<file path="config.mk">
export PLATFORM = sky130hd
export DESIGN_NAME = alu_issue_ctrl
export DESIGN_NICKNAME = d
export VERILOG_FILES = /design/src/rtl/alu_pkg.sv /design/src/rtl/alu_issue_ctrl.sv
export SDC_FILE = /design/constraint.sdc
export NUM_CORES = 1
export LEC_CHECK = 0
export ABC_AREA = 1
export BUFFER_PORTS_ARGS = -buffer_cell sky130_fd_sc_hd__buf_2
export CAP_MARGIN = 15
export CELL_PAD_IN_SITES_DETAIL_PLACEMENT = 0
export CELL_PAD_IN_SITES_GLOBAL_PLACEMENT = 1
export CORE_MARGIN = 5
export CORE_UTILIZATION = 31
export CTS_CLUSTER_DIAMETER = 40
export DETAILED_ROUTE_END_ITERATION = 6
export PLACE_DENSITY = 0.79
export SLEW_MARGIN = 20
export SYNTH_ARGS = -nofsm -noshare
export SYNTH_HDL_FRONTEND = slang
export SYNTH_SLANG_ARGS = --single-unit
</file>
<file path="constraint.sdc">
create_clock -name clk -period 2.45 [get_ports clk]
set_clock_uncertainty 0.1 [all_clocks]
set_input_delay 0.6125 -clock clk [delete_from_list [all_inputs] [get_ports clk]]
set_output_delay 0.6125 -clock clk [all_outputs]
set_load 0.005 [all_outputs]
</file>
<file path="src/rtl/alu_pkg.sv">
// Shared definitions for the EX-stage multicycle ALU and its issue controller.
package alu_pkg;

   localparam logic [3:0] FU_OP_ADD  = 4'h0;
   localparam logic [3:0] FU_OP_MULT = 4'h1;
   localparam logic [3:0] FU_OP_NOP  = 4'hF;

   typedef enum logic [1:0] {
      ST_IDLE,
      ST_ISSUE,
      ST_WAIT,
      ST_RESP
   } issue_state_t;

endpackage

</file>
<file path="src/rtl/alu_issue_ctrl.sv">
// Issues one multicycle op at a time to the ALU, stalls the pipe until the
// result (or a timeout) arrives, then presents a one-cycle writeback beat.
module alu_issue_ctrl
   import alu_pkg::*;
#(
   parameter int TIMEOUT_CYCLES = 16
) (
   input  logic        clk,
   input  logic        reset,
   input  logic        ex_valid,
   input  logic        ex_multicycle,
   input  logic [3:0]  ex_op,
   input  logic [31:0] ex_a,
   input  logic [31:0] ex_b,
   input  logic [4:0]  ex_rd,
   input  logic        flush,
   output logic [3:0]  fu_op,
   output logic [31:0] fu_a,
   output logic [31:0] fu_b,
   input  logic        fu_busy,
   input  logic        fu_done,
   input  logic [31:0] fu_result,
   output logic        stall,
   output logic        wb_valid,
   output logic [4:0]  wb_rd,
   output logic [31:0] wb_data,
   output logic        wb_err
);

   localparam int CNT_W = $clog2(TIMEOUT_CYCLES + 1);

   issue_state_t     state, state_nxt;
   logic [3:0]       op_q;
   logic [4:0]       rd_q;
   logic [CNT_W-1:0] wait_cnt;
   logic             squashed;
   logic             err_q;
   logic             accept;
   logic             fin;
   logic             timeout;

   assign accept  = (state == ST_IDLE) & ex_valid & ex_multicycle & ~flush;
   // fu_done is level-style and may be stale from the last op, so it only counts in WAIT.
   assign fin     = (state == ST_WAIT) & fu_done & ~fu_busy;
   assign timeout = (state == ST_WAIT) & ~fin & (wait_cnt == CNT_W'(TIMEOUT_CYCLES));
   assign wb_rd   = rd_q;
   assign wb_err  = wb_valid & err_q;

   always_comb begin
      // NOTE: every output gets a default before the case so no latch is inferred.
      state_nxt = state;
      fu_op     = FU_OP_NOP;
      stall     = 1'b0;
      wb_valid  = 1'b0;
      case (state)
         ST_IDLE: begin
            stall = accept;
            if (accept) state_nxt = ST_ISSUE;
         end
         ST_ISSUE: begin
            fu_op     = op_q;
            stall     = 1'b1;
            state_nxt = ST_WAIT;
         end
         ST_WAIT: begin
            // Dropping to NOP on fin keeps the ALU from restarting a MULT.
            fu_op = fin ? FU_OP_NOP : op_q;
            stall = 1'b1;
            if (fin || timeout) state_nxt = ST_RESP;
         end
         ST_RESP: begin
            wb_valid  = ~squashed & ~flush;
            state_nxt = ST_IDLE;
         end
         default: state_nxt = ST_IDLE;
      endcase
   end

   // NOTE: sequential state uses non-blocking assignments only.
   always_ff @(posedge clk) begin
      if (reset) begin
         state    <= ST_IDLE;
         op_q     <= FU_OP_NOP;
         fu_a     <= '0;
         fu_b     <= '0;
         rd_q     <= '0;
         wb_data  <= '0;
         wait_cnt <= '0;
         squashed <= 1'b0;
         err_q    <= 1'b0;
      end else begin
         state <= state_nxt;
         case (state)
            ST_IDLE: begin
               if (accept) begin
                  op_q     <= ex_op;
                  fu_a     <= ex_a;
                  fu_b     <= ex_b;
                  rd_q     <= ex_rd;
                  squashed <= 1'b0;
                  err_q    <= 1'b0;
               end
            end
            ST_ISSUE: begin
               wait_cnt <= '0;
               if (flush) squashed <= 1'b1;
            end
            ST_WAIT: begin
               // A squashed op still drains the ALU before returning to IDLE.
               if (flush) squashed <= 1'b1;
               if (fin) begin
                  wb_data <= fu_result;
               end else if (timeout) begin
                  err_q   <= 1'b1;
                  wb_data <= '0;
               end else begin
                  wait_cnt <= wait_cnt + 1'b1;
               end
            end
            default: ;
         endcase
      end
   end

endmodule

</file>
Word level (Yosys, flattened, before mapping)
Index checks and enable logic that the tools add are counted.
{ "word_totals": {"register_bits": 114, "out_inout_bits": 108, "word_cells": 64} }
{ "op_classes": {"addsub": 1, "n_eq_ne": 10, "n_mux": 18, "bitwise": 13, "n_reduce_logical": 13} }
{ "op_table": {"columns": ["operator", "n"], "rows": [
  ["32-bit 2-to-1 mux", 2],
  ["5-bit 2-to-1 mux", 2],
  ["5-bit case mux with 2 select lines", 1],
  ["1-bit bitwise AND", 9],
  ["2-bit != test (second input constant)", 4],
  ["2-bit case mux with 4 select lines", 1],
  ["4-bit case mux with 2 select lines", 1],
  ["2-bit nonzero test", 4],
  ["1-bit case mux with 2 select lines", 3],
  ["2-bit AND reduction", 3],
  ["3-bit AND reduction", 2],
  ["5-bit by 1-bit adder with 5-bit output (second input constant)", 1],
  ["5-bit equality test (second input constant)", 1],
  ["1-bit 2-to-1 mux", 5],
  ["2-bit equality test (second input constant)", 2],
  ["2-bit 2-to-1 mux", 2],
  ["4-bit 2-to-1 mux", 1],
  ["2-bit by 1-bit != test with 1-bit output (second input constant)", 2],
  ["1-bit NOT", 4],
  ["4-bit AND reduction", 1],
  ["2-bit by 1-bit equality test with 1-bit output (second input constant)", 1],
  ["2-bit logical NOT", 1],
  ["2-bit OR reduction", 1],
  ["1-bit logical OR", 1]
]} }

Longest topological paths before layout
Gate-level depths: netlist of the first run.
{ "depth": {"depth_word": 9, "mapped_depth": 10, "mapped_depth_nobuf": 9} }

Worst setup path after synthesis of the first run
OpenSTA, ideal clock, no wires.
{ "synth_path": {"path_kind": "register to output", "startpoint": "reg state[0]", "endpoint": "out stall", "t_arrival_ps": 1259, "path_slack_ps": 479, "stages_incl_launch_ff": 7, "n_path_buf": 2, "cell_sequence": "dfxtp_1 > inv_1 > ha_1 > nand4_1 > buf_4 > buf_2 > a21oi_1"} }
{ "synth_between": {"elab_chain_len": 5, "word_cells_on_any_way": 8, "classes_between": "eq/ne: 2; mux: 1; bitwise: 3; reduce/logical: 2"} }
{ "synth_rtl": {"columns": ["element", "line_no", "source"], "rows": [
  ["start: declaration", "alu_issue_ctrl.sv:32", "issue_state_t state, state_nxt;"],
  ["start signal: assignment", "alu_issue_ctrl.sv:92", "state <= state_nxt;"],
  ["2-bit logical NOT", "alu_issue_ctrl.sv:42, alu_issue_ctrl.sv:55", null],
  ["1-bit bitwise AND (3 in a row)", "alu_issue_ctrl.sv:42", "assign accept = (state == ST_IDLE) & ex_valid & ex_multicycle & ~flush;"],
  ["1-bit case mux with 2 select lines *", "alu_issue_ctrl.sv:55", "case (state)"],
  ["end: declaration", "alu_issue_ctrl.sv:23", "output logic stall,"]
]} }
Every way passes the cells marked *; elsewhere a longest branch is shown, timed or not.

Final worst setup path of the first run
{ "layout_path": {"startpoint": "reg state[0]", "endpoint": "out fu_op[1]"} }
{ "layout_between": {"elab_chain_len": 5, "word_cells_on_any_way": 6, "classes_between": "eq/ne: 2; mux: 2; bitwise: 2"} }
{ "layout_rtl": {"columns": ["element", "line_no", "source"], "rows": [
  ["2-bit equality test", "alu_issue_ctrl.sv:44, alu_issue_ctrl.sv:55", null],
  ["1-bit bitwise AND (2 in a row)", "alu_issue_ctrl.sv:44", "assign fin = (state == ST_WAIT) & fu_done & ~fu_busy;"],
  ["4-bit 2-to-1 mux", "alu_issue_ctrl.sv:67", "fu_op = fin ? FU_OP_NOP : op_q;"],
  ["4-bit case mux with 2 select lines *", "alu_issue_ctrl.sv:55", null],
  ["end: declaration", "alu_issue_ctrl.sv:17", "output logic [3:0] fu_op,"]
]} }
Marks and branches as above.

==> summary.md, run 1 <==
| Metric | Value |
|---|---|
| Post-synthesis area per instance | `~7.7 um2` |
| Category of the critical setup timing path | `register to output port` |
| Area of the die | `16500 um2` |
| Xor and xnor fraction of the mapped netlist area | `0.201%` |
| Vias per Instance | `4.59` |
| Maximum frequency from static timing analysis | `between 0.4 and 0.5 GHz` |
| Classification of the worst-slack hold path | `primary input to register` |
| Area added between synthesis and finish | `41.5%` |
| Required arrival time at the worst endpoint | `1740 ps` |
| Wirelength per Cell | `~14 um` |
| Area of all sequential standard cells | `2280 um2` |
| Die span in y | `129 um` |
| Number of synthesized flops with an enable pin | `0` |
| Vias after detailed routing | `4433` |
| Largest fanout on the critical path | `8` |
| Data arrival time of the critical path | `1630 ps` |
| Synth cell count leaders | `sky130_fd_sc_hd__nor2_1 (146), sky130_fd_sc_hd__dfxtp_1 (114), sky130_fd_sc_hd__nand2_1 (71)` |
| Number of inserted filler cells in the final layout | `around 1400` |
| Count of final hold-check violations | `0` |
| Synth cell types | `22` |
| CTS HTree Levels | `4` |
| Worst skew pair latency | `400 ps` |
| Proportion of synthesized chip area in sequential cells | `52.4%` |
| Status | `finished clean` |
| Power per cell area | `912 nW/um2` |
| Buffer depth of the longest clock path | `2` |
| IO buf count | `219` |
| Summed negative setup slack over all endpoints | `0 ps` |
| Fraction of power consumed by combinational cells | `19.3%` |
| Most instantiated library cell after synthesis | `sky130_fd_sc_hd__nor2_1` |
| Flops & latches, synth | `114` |
| Hold Worst Slack | `316 ps` |
| Antenna violations before repair | `0` |
| Adder-cell share of the synthesized area | `approximately 2%` |
| Dominant combinational cell family by area after synthesis | `simple AND/OR/NAND/NOR gates` |
| N_diodes | `0` |
| Wire length of the first global-routing pass | `20700 um` |
| Global route total overflow | `0` |
| Row count | `43` |
| Synthesized instance count | `~560` |
| Clock tree from TritonCTS | `yes` |
| Crit end category | `output port` |
| Initial core utilization | `between 30% and 40%` |
| Via count of the first global-routing pass | `about 4300` |
| Number of failing setup endpoints in the final timing report | `0` |
| CTS Buf Count | `17` |
| Last weighted congestion value of the routability-driven placer | `0.771` |
| Core Region | `~14000 um2` |
| Final Net Count | `892` |
| Prevailing post-synth register cell | `sky130_fd_sc_hd__dfxtp_1` |
| Ports | `220` |
| Reported max-cap violation count | `0` |
| Sequential Power Share | `38.2%` |
| Standby leakage power | `2.91 nW` |
| Initial DRC count | `200` |
| Share of post-route cells with drive strength above 1 | `about a third` |
| Routed wire length | `13400 um` |
| Switching portion of total power | `27.1%` |
| Cell types with the largest area share after synthesis | `sky130_fd_sc_hd__dfxtp_1 (52%), sky130_fd_sc_hd__nor2_1 (13%), sky130_fd_sc_hd__o21ai_0 (6.9%)` |
| Iteration count of the initial detailed-routing pass | `4` |
| Count of synthesis-stage warnings from yosys | `0` |
| Cell type with the largest total area after synthesis | `sky130_fd_sc_hd__dfxtp_1` |
| Internal power consumption | `4.09 mW` |
| Post-synthesis net count | `683` |
| Antenna Nets Post-Route | `0` |
| Slew at the pin closest to its max-slew limit | `544 ps` |
| Clock net sink count | `114` |
| Proportion of synthesized area in mux cells | `0%` |
| Detailed Place HPWL | `10000 um` |
| Width of the die | `129 um` |
| Switching power summed over all nets | `1.53 mW` |
| Startpoint types | `register` |
| Clock edge transition at the registers on the reported setup and hold paths | `50 ps` |
| Async set or reset register ratio after synthesis | `0%` |
| Period utilization | `95.5%` |
| Maximum VDD drop | `0.600 mV` |
| Worst rel slew slack | `63.7%` |
| Complex-gate fraction of the synthesized area | `12.8%` |
| Number of standard cells in the final layout excluding fillers | `966` |
| Root Buffer Master | `sky130_fd_sc_hd__clkbuf_16` |
| Slew Viols, Final | `0` |
| Number of placed instances, taps included | `934` |
| Post-route DRC | `0` |
| Pin count of the biggest net entering global routing | `between 60 and 70` |
| Setup repair after global routing missed its margin | `no` |
| Area fraction of the dominant cell type after synthesis | `between 50% and 60%` |
| Netlist area before placement | `4360 um2` |
| Multi-input combinational cell area | `about 1800 um2` |
| Post-synthesis simple-gate area fraction | `25.8%` |
| Clock share of power | `between 40% and 50%` |
| Shortest period the worst path allows | `2340 ps` |
| Overall Global Routing Usage | `15.8%` |
cells in the final DEF (no fill, tap or decap), drive strengths merged:
master / n
a21oi: 40
buf: 230
nand2: 71
inv: 18
nor4: 1
bufinv: 2
clkbuf: 23
o21bai: 1
xor2: 1
dfxtp: 114
ha: 7
o21ai: 70
clkinvlp: 1
nand4: 6
or2: 1
nor2: 147
nor3: 2
nand3: 44
clkinv: 6
nand3b: 1
stage by stage:
stage	instance area [um2]	power, mW	util (%)	setup slack [ps]
after floorplan	4360	2.78	-	479
after detailed placement	5560	3.25	40.2	293
after CTS	6150	5.68	44.5	46.0
final	6160	5.62	44.6	111
after global placement	5560	3.22	40.2	327
after global routing	6160	5.95	44.6	19.4
state kept, by name, summed over array words and instances, names as in the netlist:
register / cells
err_q: 1
fu_a: 32
fu_b: 32
op_q: 4
squashed: 1
state: 2
wait_cnt: 5
wb_data: 32
wb_rd: 5
worst paths after layout:
path                                from          end  slack (ps)  cells after the start
worst max-delay path            state[0]     fu_op[1]         110                      6
worst min-delay path            ex_op[3]      op_q[3]         320                      3
worst max register to register  state[0]  wb_data[22]         400                      8
worst min register to register     err_q        err_q         360                      2
worst max-delay path, stage by stage (launching register included):
cell                      delay [ps]
sky130_fd_sc_hd__dfxtp_2         340
sky130_fd_sc_hd__inv_1            90
sky130_fd_sc_hd__ha_2            250
sky130_fd_sc_hd__or2_4           310
sky130_fd_sc_hd__nand2_1          70
sky130_fd_sc_hd__nand2_1          50
sky130_fd_sc_hd__buf_2           140
final cells by class:
class                      instances  share of cell area, %
clock buffer                      23                   7.75
multi-input combinational        392                   29.2
timing repair buffer             230                   19.5
tap                              180                   3.65
sequential                       114                   37.1
clock inverter                     9                   1.71
inverter                          18                   1.10
per-layer routing:
metal	track usage, %	wire length, um	vias to the layer above
li1	-	-	2242
met1	16.8	5120	2006
met2	27.6	6860	146
met3	5.06	907	39
met4	9.20	554	0
met5	0	0	-
power by group through the flow:
stage / logic [mW] / registers (mW) / clock network (mW)
2_1_floorplan: 0.594 / 2.19 / 0
3_3_place_gp: 1.05 / 2.17 / 0
3_5_place_dp: 1.07 / 2.18 / 0
4_1_cts: 1.09 / 2.15 / 2.44
5_1_grt: 1.24 / 2.17 / 2.54
6_report: 1.09 / 2.15 / 2.39
cell families (layout without fill, tap and decap cells):
kind of cell,after synthesis,after routing
DFF,114,114
AOI/OAI and AO/OA,111,111
xor gates and xnor gates,1,1
and+or+nand+nor,273,273
buffers and inverters,58,280
adders and majority gates,7,7
repair_timing:
item,CTS,global route
resized for setup,3,4
endpoints found under the setup margin,4,5
setup buffers,0,0
hold buffers,0,0
Note: power is estimated with default switching activity, not from simulation.
==> inputs of run 2 (changes only) <==
- ABC_AREA: 1 -> 0
- GPL_ROUTABILITY_DRIVEN: default -> 0
==> summary.md, run 2 <==
| Metric | Value |
|---|---|
| Final Net Count | `833` |
| Clock edge transition at the registers on the reported setup and hold paths | `50 ps` |
| Post-Route Utilization | `45.5%` |
| Row count | `42` |
| Share of post-route cells with drive strength above 1 | `~37%` |
| Min-Delay Startpoint | `ex_op[0]` |
| Die span in y | `127 um` |
| Prevailing post-synth register cell | `sky130_fd_sc_hd__dfxtp_1` |
| Reported max-cap violation count | `0` |
| Met1 layer usage reported by global route | `17.5%` |
| Hold EP | `op_q[0]` |
| Hold Worst Slack | `327 ps` |
| Post-route DRC | `0` |
| IO buf count | `around 220` |
| Slew at the pin closest to its max-slew limit | `728 ps` |
| Registers with the highest flip-flop counts | `fu_a (32), fu_b (32), wb_data (32)` |
| Maximum VDD drop | `0.389 mV` |
| Cell types with the largest area share after synthesis | `sky130_fd_sc_hd__dfxtp_1 (54%), sky130_fd_sc_hd__nand2_1 (14%), sky130_fd_sc_hd__a21oi_1 (8.9%)` |
| Wirelength per Cell | `13.9 um` |
| Clock net sink count | `114` |
| Worst r2r path cells | `6` |
| Setup repair after global routing missed its margin | `no` |
| Number of placed instances, taps included | `871` |
| Clock tree from TritonCTS | `yes` |
| Most instantiated library cell after synthesis | `sky130_fd_sc_hd__nand2_1` |
| Worst skew pair latency | `400 ps` |
| Area of the die | `around 16000 um2` |
| Classification of the worst-slack hold path | `primary input to register` |
| Buffer depth of the longest clock path | `2` |
| Synth cell count leaders | `sky130_fd_sc_hd__nand2_1 (152), sky130_fd_sc_hd__dfxtp_1 (114), sky130_fd_sc_hd__a21oi_1 (75)` |
| Startpoint types | `register` |
| Initial core utilization | `31.7%` |
| Async set or reset register ratio after synthesis | `0%` |
| Pin count of the biggest net entering global routing | `74` |
| Post-synthesis area per instance | `around 8.4 um2` |
| Width of the die | `around 130 um` |
| Vias after detailed routing | `4233` |
| Ports | `220` |
| Most frequent cells in the layout | `sky130_fd_sc_hd__buf_2 (218), sky130_fd_sc_hd__nand2_1 (151), sky130_fd_sc_hd__dfxtp_1 (112)` |
| Count of cells along the worst hold path | `3` |
| Area fraction of the dominant cell type after synthesis | `a little over half` |
| Core Region | `~13000 um2` |
| Standby leakage power | `2.77 nW` |
| Worst rel slew slack | `51.4%` |
| Overall Global Routing Usage | `15.2%` |
| Cell type with the largest total area after synthesis | `sky130_fd_sc_hd__dfxtp_1` |
| Antenna violations before repair | `0` |
| Routed wire length | `12500 um` |
| GR Layer Usage met2 | `25.0%` |
| Slew Viols, Final | `0` |
| Synth cell types | `37` |
| Iteration count of the initial detailed-routing pass | `5` |
| Final Power | `between 5 and 6 mW` |
| Summed negative setup slack over all endpoints | `0 ps` |
| Shortest period the worst path allows | `~2300 ps` |
| CTS HTree Levels | `4` |
| CTS Buf Count | `17` |
| Crit end category | `output port` |
| Largest fanout on the critical path | `5` |
| Critical path cell sequence | `inv_1 -> ha_1 -> or2_4 -> a21o_1 -> buf_2` |
| Met3 track demand over resource in global routing | `under 10%` |
| Most common cell after layout, fill and taps aside | `sky130_fd_sc_hd__buf_2` |
| R2r setup slk | `between 400 and 500 ps` |
| Crit. Startpoint | `state[1]` |
| Multi-input combinational cell area | `roughly 1800 um2` |
| Proportion of synthesized chip area in sequential cells | `54.2%` |
| N_diodes | `0` |
| Number of inserted filler cells in the final layout | `1327` |
| Max stage delay cell, worst path | `sky130_fd_sc_hd__dfxtp_2` |
| Netlist area before placement | `4210 um2` |
| Count of synthesis-stage warnings from yosys | `0` |
| Flops & latches, synth | `114` |
| Period utilization | `95.7%` |
| Startpoint of the worst-slack reg-to-reg timing path | `state[0]` |
| Maximum frequency from static timing analysis | `between 0.4 and 0.5 GHz` |
| Synthesized instance count | `503` |
| Area of all sequential standard cells | `~2300 um2` |
| Most used routing layer | `met2` |
| Detailed Place HPWL | `9120 um` |
| Area added between synthesis and finish | `43.8%` |
| Number of hold buffers added after cts | `0` |
| Antenna Nets Post-Route | `0` |
| Root Buffer Master | `sky130_fd_sc_hd__clkbuf_16` |
| Required arrival time at the worst endpoint | `1740 ps` |
| Category of the critical setup timing path | `register to output port` |
| Global route total overflow | `0` |
| Data arrival time of the critical path | `1630 ps` |
| Number of synthesized flops with an enable pin | `0` |
| End of the worst register-to-register path | `fu_a[14]` |
| Status | `finished clean` |
| Count of final hold-check violations | `0` |
| Number of standard cells in the final layout excluding fillers | `about 900` |
| Post-synthesis net count | `622` |
| Initial DRC count | `around 210` |
| Number of failing setup endpoints in the final timing report | `0` |
| Via count of the first global-routing pass | `4069` |
| Largest stage delay, worst path | `350 ps` |
| Wire length of the first global-routing pass | `19800 um` |
| Vias per Instance | `4.69` |
| Power per cell area | `between 800 and 900 nW/um2` |
-- run 2: worst max-delay path, delay by kind of cell (launching register included) --
kind,cells,cell delay [ps]
flip-flops,1,350
AO/OA/AOI/OAI,1,180
AND/OR/NAND/NOR,1,270
buffers and inverters,2,210
adder cells (fa/ha/maj),1,220
-- run 2: where the power goes --
| part | switching (mW) | leakage, nW | internal, mW | total (mW) |
|---|---|---|---|---|
| sequential | 0.0764 | 0.924 | 1.99 | 2.06 |
| clock | 0.816 | 0.288 | 1.56 | 2.38 |
| combinational | 0.527 | 1.56 | 0.418 | 0.944 |
| total | 1.42 | 2.77 | 3.96 | 5.38 |
-- run 2: kinds of logic after synthesis --
group                      Yosys count  share of synthesized area, %
and+or+nand+nor                    215                          21.2
adders and majority gates            7                          2.08
DFF                                114                          54.2
AOI/OAI and AO/OA                  124                          17.8
buffers and inverters               42                          4.49
muxes                                1                         0.238
-- run 2: through the flow --
step | setup WS, ps | instance area [um2]
after floorplan | 462 | 4210
after global placement | 251 | 5460
after detailed placement | 242 | 5460
after CTS | 13.3 | 6050
after global routing | 8.78 | 6050
final | 104 | 6050
-- run 2: layout make-up --
cell class,instances,share of cell area [%]
sequential,114,37.7
timing repair buffer,229,19.8
inverter,5,0.310
multi-input combinational,347,28.9
clock buffer,21,7.77
tap,176,3.64
clock inverter,11,1.82
-- run 2: how the worst max path moves through the flow --
stage               cells past startpoint        to  slack, ps
global placement                        6  fu_op[3]        250
global route                            5  fu_op[3]          9
floorplan                               4     stall        460
CTS                                     5  fu_op[3]         10
finish                                  5  fu_op[3]        100
detailed placement                      6  fu_op[3]        240
-- run 2: per-layer routing --
metal	wire (um)	vias to the layer above
met5	0	-
met4	324	0
met3	1010	25
met2	6140	150
met1	5070	1948
li1	-	2110
-- run 2: timing repair --
| action | in CTS | in global routing |
|---|---|---|
| endpoints found under the setup margin | 4 | 5 |
| buffers inserted | 0 | 0 |
| pin swaps | 0 | 0 |
| resized for setup | 3 | 3 |
